--- src/rtl/spi_mem_pkg.sv ---
// Shared types and constants for the two-port SPI memory host.
// Contents:
//   host_state_t  - host FSM state encoding (3-bit, fixed legacy values)
//   OP_WR/OP_RD   - op bit values sent in the two command cycles
//   WR_BITS       - address+data bits shifted for a write frame
//   RD_ADDR_BITS  - address bits shifted for a read frame
//   RX_BITS       - read data bits captured from miso
//   port_onehot() - turns a 1-bit port index into a 2-bit one-hot strobe
package spi_mem_pkg;

  typedef enum logic [2:0] {
    ST_GUARD     = 3'd0,
    ST_IDLE      = 3'd1,
    ST_CMD       = 3'd2,
    ST_SHIFT     = 3'd3,
    ST_WAIT_RDY  = 3'd4,
    ST_RX        = 3'd5,
    ST_WAIT_DONE = 3'd6,
    ST_RESP      = 3'd7
  } host_state_t;

  localparam logic OP_WR = 1'b1;
  localparam logic OP_RD = 1'b0;

  localparam int CMD_BITS     = 2;
  localparam int WR_BITS      = 16;
  localparam int RD_ADDR_BITS = 8;
  localparam int RX_BITS      = 8;

  function automatic logic [1:0] port_onehot(input logic port);
    return port ? 2'b10 : 2'b01;
  endfunction

endpackage

--- src/rtl/spi_mem_host_arb_rr_arb2.sv ---
// Two-way round-robin arbiter.
// Ports:
//   clk, rstn  - clock, asynchronous active-low reset
//   req[1:0]   - request per port
//   adv        - a grant was taken this cycle; move priority past it
//   gnt[1:0]   - one-hot grant (zero when no request)
// After reset port0 has priority. With both ports requesting, the port
// that was not granted last wins, so simultaneous requests alternate.
module rr_arb2 (
  input  logic       clk,
  input  logic       rstn,
  input  logic [1:0] req,
  input  logic       adv,
  output logic [1:0] gnt
);

  // Index of the most recently granted port.
  logic last_q;

  always_comb begin
    // NOTE: every always_comb output gets a default first so that no path
    // leaves it unassigned and infers a latch.
    gnt = 2'b00;
    case (req)
      2'b01:   gnt = 2'b01;
      2'b10:   gnt = 2'b10;
      2'b11:   gnt = last_q ? 2'b01 : 2'b10;
      default: gnt = 2'b00;
    endcase
  end

  always_ff @(posedge clk or negedge rstn) begin
    // NOTE: sequential state uses non-blocking assignments so every flop
    // samples pre-edge values regardless of block evaluation order.
    if (!rstn) begin
      last_q <= 1'b1;
    end else if (adv && (gnt != 2'b00)) begin
      last_q <= gnt[1];
    end
  end

endmodule

--- src/rtl/spi_mem_host_arb.sv ---
// Two-port SPI host for an 8-bit SPI memory slave.
// Arbitrates two requester ports round-robin, serialises each accepted
// request into one SPI frame (op bit twice, then LSB-first address and,
// for writes, data), captures read data from miso and returns a per-port
// response. Waits for ready/op_done are bounded by TIMEOUT.
// Ports:
//   clk, rstn            - clock, asynchronous active-low reset
//   req_valid/req_ready  - per-port handshake; req_ready is a 1-cycle grant
//   req_wr/addr/wdata    - per-port request fields, port p at [p*W +: W]
//   rsp_valid            - per-port 1-cycle response strobe
//   rsp_rdata, rsp_err   - response payload, valid with rsp_valid
//   cs, mosi, miso       - SPI pins (cs active-low)
//   ready, op_done       - slave read-data-ready and completion strobes
module spi_mem_host_arb
  import spi_mem_pkg::*;
#(
  parameter int ADDR_W    = 8,
  parameter int DATA_W    = 8,
  parameter int MEM_DEPTH = 32,
  parameter int TIMEOUT   = 64,
  parameter int GUARD     = 4
) (
  input  logic                clk,
  input  logic                rstn,
  input  logic [1:0]          req_valid,
  output logic [1:0]          req_ready,
  input  logic [1:0]          req_wr,
  input  logic [2*ADDR_W-1:0] req_addr,
  input  logic [2*DATA_W-1:0] req_wdata,
  output logic [1:0]          rsp_valid,
  output logic [DATA_W-1:0]   rsp_rdata,
  output logic                rsp_err,
  output logic                cs,
  output logic                mosi,
  input  logic                miso,
  input  logic                ready,
  input  logic                op_done
);

  // One counter serves both the guard interval and the strobe timeouts.
  localparam int CNT_MAX = (TIMEOUT > GUARD) ? TIMEOUT : GUARD;
  localparam int CNT_W   = $clog2(CNT_MAX + 1);

  host_state_t                state_q, state_d;
  logic [4:0]                 bit_cnt_q, bit_cnt_d;
  logic [CNT_W-1:0]           wait_cnt_q, wait_cnt_d;
  logic                       port_q;
  logic                       wr_q;
  logic [ADDR_W+DATA_W-1:0]   shift_q;
  logic [DATA_W-1:0]          rdata_q;
  logic                       err_q;

  logic [1:0]                 gnt;
  logic                       accept;
  logic                       sel_port;
  logic                       sel_wr;
  logic [ADDR_W-1:0]          sel_addr;
  logic [DATA_W-1:0]          sel_wdata;
  logic                       bad_addr;
  logic [4:0]                 shift_last;
  logic                       strobe;
  logic                       timeout_hit;

  rr_arb2 u_arb (
    .clk  (clk),
    .rstn (rstn),
    .req  (req_valid),
    .adv  (accept),
    .gnt  (gnt)
  );

  assign accept    = (state_q == ST_IDLE) && (req_valid != 2'b00);
  assign sel_port  = gnt[1];
  assign sel_wr    = req_wr[sel_port];
  assign sel_addr  = sel_port ? req_addr[2*ADDR_W-1 -: ADDR_W]  : req_addr[ADDR_W-1:0];
  assign sel_wdata = sel_port ? req_wdata[2*DATA_W-1 -: DATA_W] : req_wdata[DATA_W-1:0];
  assign bad_addr  = (32'(sel_addr) >= 32'(MEM_DEPTH));

  // A write frame shifts address then data; a read frame only the address.
  assign shift_last = wr_q ? 5'(WR_BITS - 1) : 5'(RD_ADDR_BITS - 1);

  // The strobe that ends the current wait; anything else is ignored.
  assign strobe      = (state_q == ST_WAIT_RDY) ? ready : op_done;
  assign timeout_hit = (state_q inside {ST_WAIT_RDY, ST_WAIT_DONE}) && !strobe &&
                       (wait_cnt_q == CNT_W'(TIMEOUT - 1));

  always_comb begin
    state_d = state_q;
    case (state_q)
      ST_GUARD:     if (wait_cnt_q == CNT_W'(GUARD - 1))  state_d = ST_IDLE;
      ST_IDLE:      if (accept)                           state_d = bad_addr ? ST_RESP : ST_CMD;
      ST_CMD:       if (bit_cnt_q == 5'(CMD_BITS - 1))    state_d = ST_SHIFT;
      ST_SHIFT:     if (bit_cnt_q == shift_last)          state_d = wr_q ? ST_WAIT_DONE : ST_WAIT_RDY;
      ST_WAIT_RDY:  if (ready)                            state_d = ST_RX;
                    else if (timeout_hit)                 state_d = ST_RESP;
      ST_RX:        if (bit_cnt_q == 5'(RX_BITS - 1))     state_d = ST_WAIT_DONE;
      ST_WAIT_DONE: if (op_done || timeout_hit)           state_d = ST_RESP;
      ST_RESP:                                            state_d = ST_GUARD;
      default:                                            state_d = ST_GUARD;
    endcase
  end

  // Counters restart on every state change, so each phase counts from 0
  // and the bit counter peaks at 15 inside a write's SHIFT phase.
  always_comb begin
    bit_cnt_d  = 5'd0;
    wait_cnt_d = '0;
    if (state_d == state_q) begin
      if (state_q inside {ST_CMD, ST_SHIFT, ST_RX}) begin
        bit_cnt_d = bit_cnt_q + 5'd1;
      end
      if (state_q inside {ST_GUARD, ST_WAIT_RDY, ST_WAIT_DONE}) begin
        wait_cnt_d = wait_cnt_q + CNT_W'(1);
      end
    end
  end

  always_ff @(posedge clk or negedge rstn) begin
    if (!rstn) begin
      state_q    <= ST_GUARD;
      bit_cnt_q  <= 5'd0;
      wait_cnt_q <= '0;
      port_q     <= 1'b0;
      wr_q       <= 1'b0;
      shift_q    <= '0;
      rdata_q    <= '0;
      err_q      <= 1'b0;
    end else begin
      state_q    <= state_d;
      bit_cnt_q  <= bit_cnt_d;
      wait_cnt_q <= wait_cnt_d;
      case (state_q)
        ST_IDLE: begin
          if (accept) begin
            port_q  <= sel_port;
            wr_q    <= sel_wr;
            shift_q <= {sel_wdata, sel_addr};
            // Cleared here so a bad address or an early timeout returns 0.
            rdata_q <= '0;
            err_q   <= bad_addr;
          end
        end
        ST_SHIFT:     shift_q <= shift_q >> 1;
        ST_RX:        rdata_q <= {miso, rdata_q[DATA_W-1:1]};
        ST_WAIT_RDY,
        ST_WAIT_DONE: if (timeout_hit) err_q <= 1'b1;
        default: ;
      endcase
    end
  end

  // cs is low only while bits are being driven, so it is already high
  // when the slave returns to idle and re-samples it.
  assign cs        = !(state_q inside {ST_CMD, ST_SHIFT});
  assign mosi      = (state_q == ST_CMD)   ? (wr_q ? OP_WR : OP_RD) :
                     (state_q == ST_SHIFT) ? shift_q[0] : 1'b0;
  assign req_ready = (state_q == ST_IDLE) ? gnt : 2'b00;
  assign rsp_valid = (state_q == ST_RESP) ? port_onehot(port_q) : 2'b00;
  assign rsp_rdata = rdata_q;
  assign rsp_err   = err_q;

endmodule

--- config.mk ---
export PLATFORM = sky130hd
export DESIGN_NAME = spi_mem_host_arb
export DESIGN_NICKNAME = d
export VERILOG_FILES = /design/src/rtl/spi_mem_pkg.sv /design/src/rtl/spi_mem_host_arb_rr_arb2.sv /design/src/rtl/spi_mem_host_arb.sv
export SDC_FILE = /design/constraint.sdc
export NUM_CORES = 1
export LEC_CHECK = 0
export ABC_AREA = 1
export BUFFER_PORTS_ARGS = -buffer_cell sky130_fd_sc_hd__buf_2
export CORE_ASPECT_RATIO = 2
export CORE_MARGIN = 5
export CORE_UTILIZATION = 54
export CTS_CLUSTER_DIAMETER = 100
export DETAILED_ROUTE_END_ITERATION = 10
export GPL_TIMING_DRIVEN = 0
export PLACE_DENSITY = 0.77
export SYNTH_ARGS = -nofsm -noshare
export SYNTH_HDL_FRONTEND = slang
export SYNTH_SLANG_ARGS = --single-unit
--- constraint.sdc ---
create_clock -name clk -period 1.79 [get_ports clk]
set_input_delay 0.358 -clock clk [delete_from_list [all_inputs] [get_ports clk]]
set_output_delay 0.358 -clock clk [all_outputs]
set_load 0.02 [all_outputs]
==> results.md, run 1 <==
* Cell leakage power at 1.69 nW
* Total power at 5.68 mW
* Worst Path Buf+Inv at 4
* Top FF cell, synth: dfrtp_1
* Worst Path Required at 1.98 ns
* Clock share of power at 11.4%
* Initial Util at a little over half
* Avg Inst Size Synth at between 8 and 9 um^2
* GRT overflow at 0
* Relative slew slack at 38.0%
* HPWL after DPL at 4260 um
* Post-synth EDFFs at 0
* Average via count per standard cell at between 5 and 6
* CP cell instances: buf_6 > inv_6 > buf_4 > nor3_4 > nand2_1 > nand2_1 > nand2_1 > nand2_1 > nand2_1 > nand3_2 > nand3_2 > nand2_4 > clkbuf_16 > nor2_4
* Total Wirelength at 6720 um
* # nets final at 443
* CP Depth at 14
* IO buf count at 55
* Crit path largest cell delay at 0.36 ns
* Fraction of layout cells with a size suffix above 1 at approximately two fifths
* Top cell type's share of synthesized area at 42.6%
* Post-Syn Instances at 307
* Synth area leaders: dfrtp_1, nand2_1, nor2_1
* Worst Hold Class: in -> async
* Status: finished, violations left
* Gate power share at 61.4%
* # IOs at 56
* Largest net degree at the start of global routing at 44
* DIE AREA at 6110 um^2
* DRT Pass-1 Iters at 4
* All-Layer GR Usage at 21.6%
* Clk sinks at 43
* Crit Path Max Fanout at 7
* Inst Count DP at 417
* Clock Latency Late Sink at 0.30 ns
* # setup viols final at 14
* Worst setup SP type: register
* Clock buffer count from CTS at 5
* Reg2reg end: bit_cnt_q[1]
* Remaining antenna violation count at 0
* Worst Clk Skew at 0.0119 ns
* Die Y at 106 um
* Post-DP Area at roughly 2800 um^2
* Internal power at 3.18 mW
* Fin. Hold Viols at 0
* R2r setup slk at -0.12 ns
* Final worst setup slack at -0.122 ns
* Yosys cell types at 42
* Final Instance Count excl. Fillers at between 400 and 500
* Die width at 57.8 um
* Max-slew violations at 0
* Yosys top cell by area: dfrtp_1
* Gpl congestion at a little over 0.8
* Fmax achieved at 0.523 GHz
* Top-count cell post-synth: nand2_1
* Kind of critical path: reg -> reg
* Worst setup endpoint: bit_cnt_q[1]
* Flop pwr share at a little over a quarter
* Peak VDD IR at 1.27 mV
* Pwr/cell area at about 1700 nW/um^2
* Core area at 4510 um^2
* Global-route wire length before repair at roughly 10,000 um
* Design area at 3390 um^2
* Hold_ws at 0.196 ns
* CTS root buf: clkbuf_8
* Netlist Area Pre-Place at 2470 um^2
* Worst setup EP type: register
* Crit. Startpoint: state_q[2]
* Most frequent cells after synthesis: nand2_1, dfrtp_1, nor2_1
* Final worst path period share at 107%
* Via count at 2,424
* Sequential area share after synthesis at a little over two fifths
* DRC at 0
* DRT iter0 DRCs at 115
* Synth-to-Final Area Change at 37.3%
* Max cap viols at 0
* Crit path time final at ~1.9 ns
* CTS tree: built
* Slowest CP cell: dfrtp_1
* Sw frac at roughly 44%
* R2R cell count at 14
* Register clock-pin slew on the reported worst setup and hold paths at ~0.08 ns
* Initial antenna violation count at 0
* Vias in the first global route at approximately 2.5k
* Row Count at 35
* Diode count at 0
* Syn nets at ~350
* H-tree levels at 2
* Final Core Density at 75.2%
* CP dominant cell by count: nand2_1
* Wirelength per Cell at 14.8 um
* Crit path DAT at 2.10 ns
* Slew @ Worst Pin at 0.930 ns
* Sw power at about 2.5 mW
* Async SR Flop Fraction at 100%
* RSZ-0062 raised after global routing: true
* Delay-heaviest family, CP: simple AND/OR/NAND/NOR gates
* Failing checks: setup timing
* FF-to-FF Start: state_q[2]
* CTS max path bufs at 2
* Syn. warnings at 0
* Synth Register Bits at 43
## power by group through the flow
stage	registers, mW	logic, mW	clock network [mW]
3_3_place_gp	1.53	2.29	0
6_report	1.55	3.49	0.647
5_1_grt	1.59	3.77	0.686
4_1_cts	1.53	2.76	0.649
2_1_floorplan	1.62	1.68	0
3_5_place_dp	1.53	2.38	0
## per-stage QoR
step	setup slack, ns	TNS, ns
after floorplan	0.0654	0
final	-0.122	-1.32
after detailed placement	-0.151	-0.640
after global routing	-0.236	-2.87
after CTS	-0.0177	-0.0177
after global placement	-0.140	-0.390
## cell type report
cell class / count / area [um^2]
repair buffers: 86 / 564
clock buffers: 7 / 86.3
well taps: 55 / 68.8
clock inverters: 1 / 5.00
multi-input cells: 215 / 1330
inverters: 39 / 165
flip-flops and latches: 43 / 1080
plain buffers: 9 / 96.3
fillers: 315 / 1120
## how the worst min path moves through the flow
stage                       from      endpoint  slack [ns]  depth (start not counted)
CTS                         rstn       rsp_err        0.24                          1
global route                miso  rsp_rdata[7]        0.28                          3
floorplan                   rstn  bit_cnt_q[0]        0.06                          0
detailed placement  u_arb.last_q  u_arb.last_q        0.47                          2
global placement    u_arb.last_q  u_arb.last_q        0.45                          2
finish                      rstn   shift_q[15]        0.20                          1
## state kept, by name, summed over array words and instances (netlist names)
register      count
shift_q          16
rsp_rdata         8
wait_cnt_q        7
bit_cnt_q         5
state_q           3
port_q            1
rsp_err           1
u_arb.last_q      1
wr_q              1
## worst register-to-register path, stage by stage, from the launching register on
cell and delay (ns):
dfrtp_1 0.36, buf_6 0.15, inv_6 0.04, buf_4 0.15, nor3_4 0.25, nand2_1 0.09
nand2_1 0.07, nand2_1 0.08, nand2_1 0.07, nand2_1 0.06, nand3_2 0.10, nand3_2 0.09
nand2_4 0.12, clkbuf_16 0.16, nor2_4 0.03
## kinds of logic (layout without fill, tap and decap cells)
kind of cell	Yosys count	in the layout	synth area share, %
xor gates and xnor gates	4	4	1.42
and+or+nand+nor	167	167	31.8
DFF	43	43	43.6
adders and majority gates	3	3	1.52
buffers and inverters	49	142	8.87
AOI/OAI and AO/OA	41	41	12.8
## per-layer routing
metal  wire [um]  part of all wire, %  vias up  track usage (%)
li1            -                    -     1176                -
met1        2700                   40     1136             24.8
met2        3380                   50       98             36.7
met3         476                  7.1       14             4.78
met4         166                  2.5        0             10.1
met5           0                    0        -                0
## placed cells by master, fill, tap and decap left out, types with 6 or more instances in the layout
cell type	netlist	layout
nand2_1	74	72
buf_2	2	54
dfrtp_1	42	42
nor2_1	37	33
inv_1	35	32
buf_4	2	28
nand3_1	17	12
nor2_4	1	12
o21ai_0	11	11
buf_6	3	8
nor2_2	15	8
o211ai_1	7	7
o22ai_1	7	7
nand3_2	3	6
clkbuf_8	0	6
## repair_timing
item | CTS | global route
hold buffers | 0 | 0
endpoints found under the setup margin | 13 | 26
pin swaps | 6 | 8
gates resized for setup | 30 | 30
cloned | 0 | 2
buffers inserted | 16 | 13
Note: power is estimated with default switching activity, not from simulation.
==> run 2, diff against run 1 <==
MAX_ROUTING_LAYER = met4   (was not set)
==> results.md, run 2 (synthesis gave the netlist of run 1 again) <==
* Relative slew slack at 36.7% (-1.3 points)
* Initial antenna violation count at 0 (unchanged)
* Final worst path period share at 107% (about the same)
* Max-slew violations at 0 (unchanged)
* CTS tree: built
* Commonest non-fill, non-tap cell in the layout: nand2_1
* Post-Place Worst Slack at -0.151 ns (unchanged)
* Delay-heaviest family, CP: simple AND/OR/NAND/NOR gates
* Cell leakage power at 1.69 nW (unchanged)
* CTS max path bufs at 2 (unchanged)
* All-Layer GR Usage at 22.2% (+0.60 points)
* Status: finished, violations left
* Average via count per standard cell at 5.36 (+0.58%)
* Crit Path Max Fanout at 7 (unchanged)
* # IOs at 56 (unchanged)
* Synth-to-Final Area Change at 37.3% (unchanged)
* DRC at 0 (unchanged)
* Vias in the first global route at 2,462 (-0.12%)
* CTS root buf: clkbuf_8
* Row Count at 35 (unchanged)
* IO buf count at 55 (unchanged)
* Slowest CP cell: dfrtp_1
* Design area at 3390 um^2 (unchanged)
* # setup viols final at 14 (unchanged)
* Largest register FFs at 16 (unchanged)
* Crit path time final at 1.91 ns (+0.000866 ns)
* Worst Hold Class: in -> async
* Gpl congestion at 0.842 (+1.5%)
* H-tree levels at 2 (unchanged)
* Slew @ Worst Pin at 0.949 ns (+0.0191 ns)
* HPWL after DPL at 4260 um (unchanged)
* Worst Clk Skew at 0.0124 ns (+0.000514 ns)
* Final TNS setup at -1.32 ns (+0.00165 ns)
* Diode count at 0 (unchanged)
* Fin. Hold Viols at 0 (unchanged)
* Hold_ws at 0.202 ns (+0.00595 ns)
* Fmax achieved at 0.523 GHz (about the same)
* Final worst setup slack at -0.122 ns (-0.000866 ns)
* DIE AREA at 6110 um^2 (unchanged)
* Wirelength per Cell at 14.8 um (+0.31%)
* # nets final at 443 (unchanged)
* Worst Path Buf+Inv at 4 (unchanged)
* Final Instance Count excl. Fillers at 455 (unchanged)
* Fraction of layout cells with a size suffix above 1 at 40.0% (unchanged)
* Post-DP Area at 2810 um^2 (unchanged)
* Remaining antenna violation count at 0 (unchanged)
* Largest net degree at the start of global routing at 44 (unchanged)
* Crit path DAT at 2.10 ns (about the same)
* RSZ-0062 raised after global routing: true
* Initial Util at 54.8% (unchanged)
* DRT iter0 DRCs at 114 (-0.87%)
* Worst setup SP type: register
* Crit path largest cell delay at 0.36 ns (about the same)
* CP dominant cell by count: nand2_1
* Die width at 57.8 um (unchanged)
* Register clock-pin slew on the reported worst setup and hold paths at 0.08 ns (about the same)
* DRT Pass-1 Iters at 5 (+1)
* Core area at 4510 um^2 (unchanged)
* Clock buffer count from CTS at 5 (unchanged)
* Total Wirelength at 6740 um (+0.31%)
* Die Y at 106 um (unchanged)
* Hold-fix buffers, CTS at 0 (unchanged)
* Via count at 2,438 (+0.58%)
* Kind of critical path: reg -> reg
* Top reg by flops: shift_q
* Global-route wire length before repair at 10,500 um (+0.13%)
* Inst Count DP at 417 (unchanged)
* Worst Path Required at 1.98 ns (about the same)
* Peak VDD IR at 1.27 mV (+0.26%)
* CP cell instances: buf_6 > inv_6 > buf_4 > nor3_4 > nand2_1 > nand2_1 > nand2_1 > nand2_1 > nand2_1 > nand3_2 > nand3_2 > nand2_4 > clkbuf_16 > nor2_4
* Max cap viols at 0 (unchanged)
* Pwr/cell area at 1680 nW/um^2 (+0.12%)
* Commonest cells after routing, fill and taps aside: nand2_1, buf_2, dfrtp_1
* GRT overflow at 0 (unchanged)
* Clk sinks at 43 (unchanged)
* Failing checks: setup timing
* Worst setup EP type: register
* Clock Latency Late Sink at 0.30 ns (about the same)
[run 2: cell counts in the layout (fill, tap and decap cells not counted)]
Identical to the previous run, type by type.
[run 2: layout make-up]
| class | count | area [um^2] |
|---|---|---|
| plain buffers | 9 | 96.3 |
| multi-input cells | 215 | 1330 |
| repair buffers | 86 | 564 |
| well taps | 55 | 68.8 |
| inverters | 39 | 165 |
| flip-flops and latches | 43 | 1080 |
| clock buffers | 7 | 86.3 |
| fillers | 315 | 1120 |
| clock inverters | 1 | 5.00 |
[run 2: worst register-to-register path, stage by stage (launching register included)]
cell       delay [ns]
dfrtp_1          0.36
buf_6            0.15
inv_6            0.04
buf_4            0.15
nor3_4           0.25
nand2_1          0.09
nand2_1          0.06
nand2_1          0.08
nand2_1          0.07
nand2_1          0.06
nand3_2          0.10
nand3_2          0.09
nand2_4          0.12
clkbuf_16        0.16
nor2_4           0.03
[run 2: where the power goes]
group          leakage [nW]  total, mW  switching [mW]  internal, mW
clock                0.0482      0.647           0.335         0.312
sequential            0.556       1.55           0.202          1.34
combinational          1.09       3.50            1.97          1.53
total                  1.69       5.69            2.51          3.18
[run 2: stage by stage]
stage          total power, mW  utilization [%]
2_1_floorplan             3.30                -
3_3_place_gp              3.82             62.4
3_5_place_dp              3.91             62.4
4_1_cts                   4.94             69.4
5_1_grt                   6.05             75.2
6_report                  5.69             75.2
[run 2: path summary, 6_finish.rpt]
kind,from,to,slack [ns],cells after the start
min in group clk,miso,rsp_rdata[7],0.28,3
max in group asynchronous,rstn,wait_cnt_q[2],0.99,1
min reg2reg,u_arb.last_q,u_arb.last_q,0.49,2
max reg2reg,state_q[2],bit_cnt_q[1],-0.12,14
max,state_q[2],bit_cnt_q[1],-0.12,14
min,rstn,shift_q[7],0.20,1
[run 2: timing repair]
| action | in CTS | in global routing |
|---|---|---|
| pin swaps | 6 | 8 |
| gates resized for setup | 30 | 30 |
| endpoints found under the setup margin | 13 | 26 |
| buffers inserted | 16 | 13 |
| gates cloned | 0 | 2 |
[run 2: routing by layer]
layer / GRT usage (%) / wire (um) / up-vias
met2: 36.7 / 3410 / 102
li1: - / - / 1174
met1: 25.3 / 2730 / 1146
met5: - / 0 / -
met3: 4.29 / 421 / 16
met4: 10.1 / 176 / 0
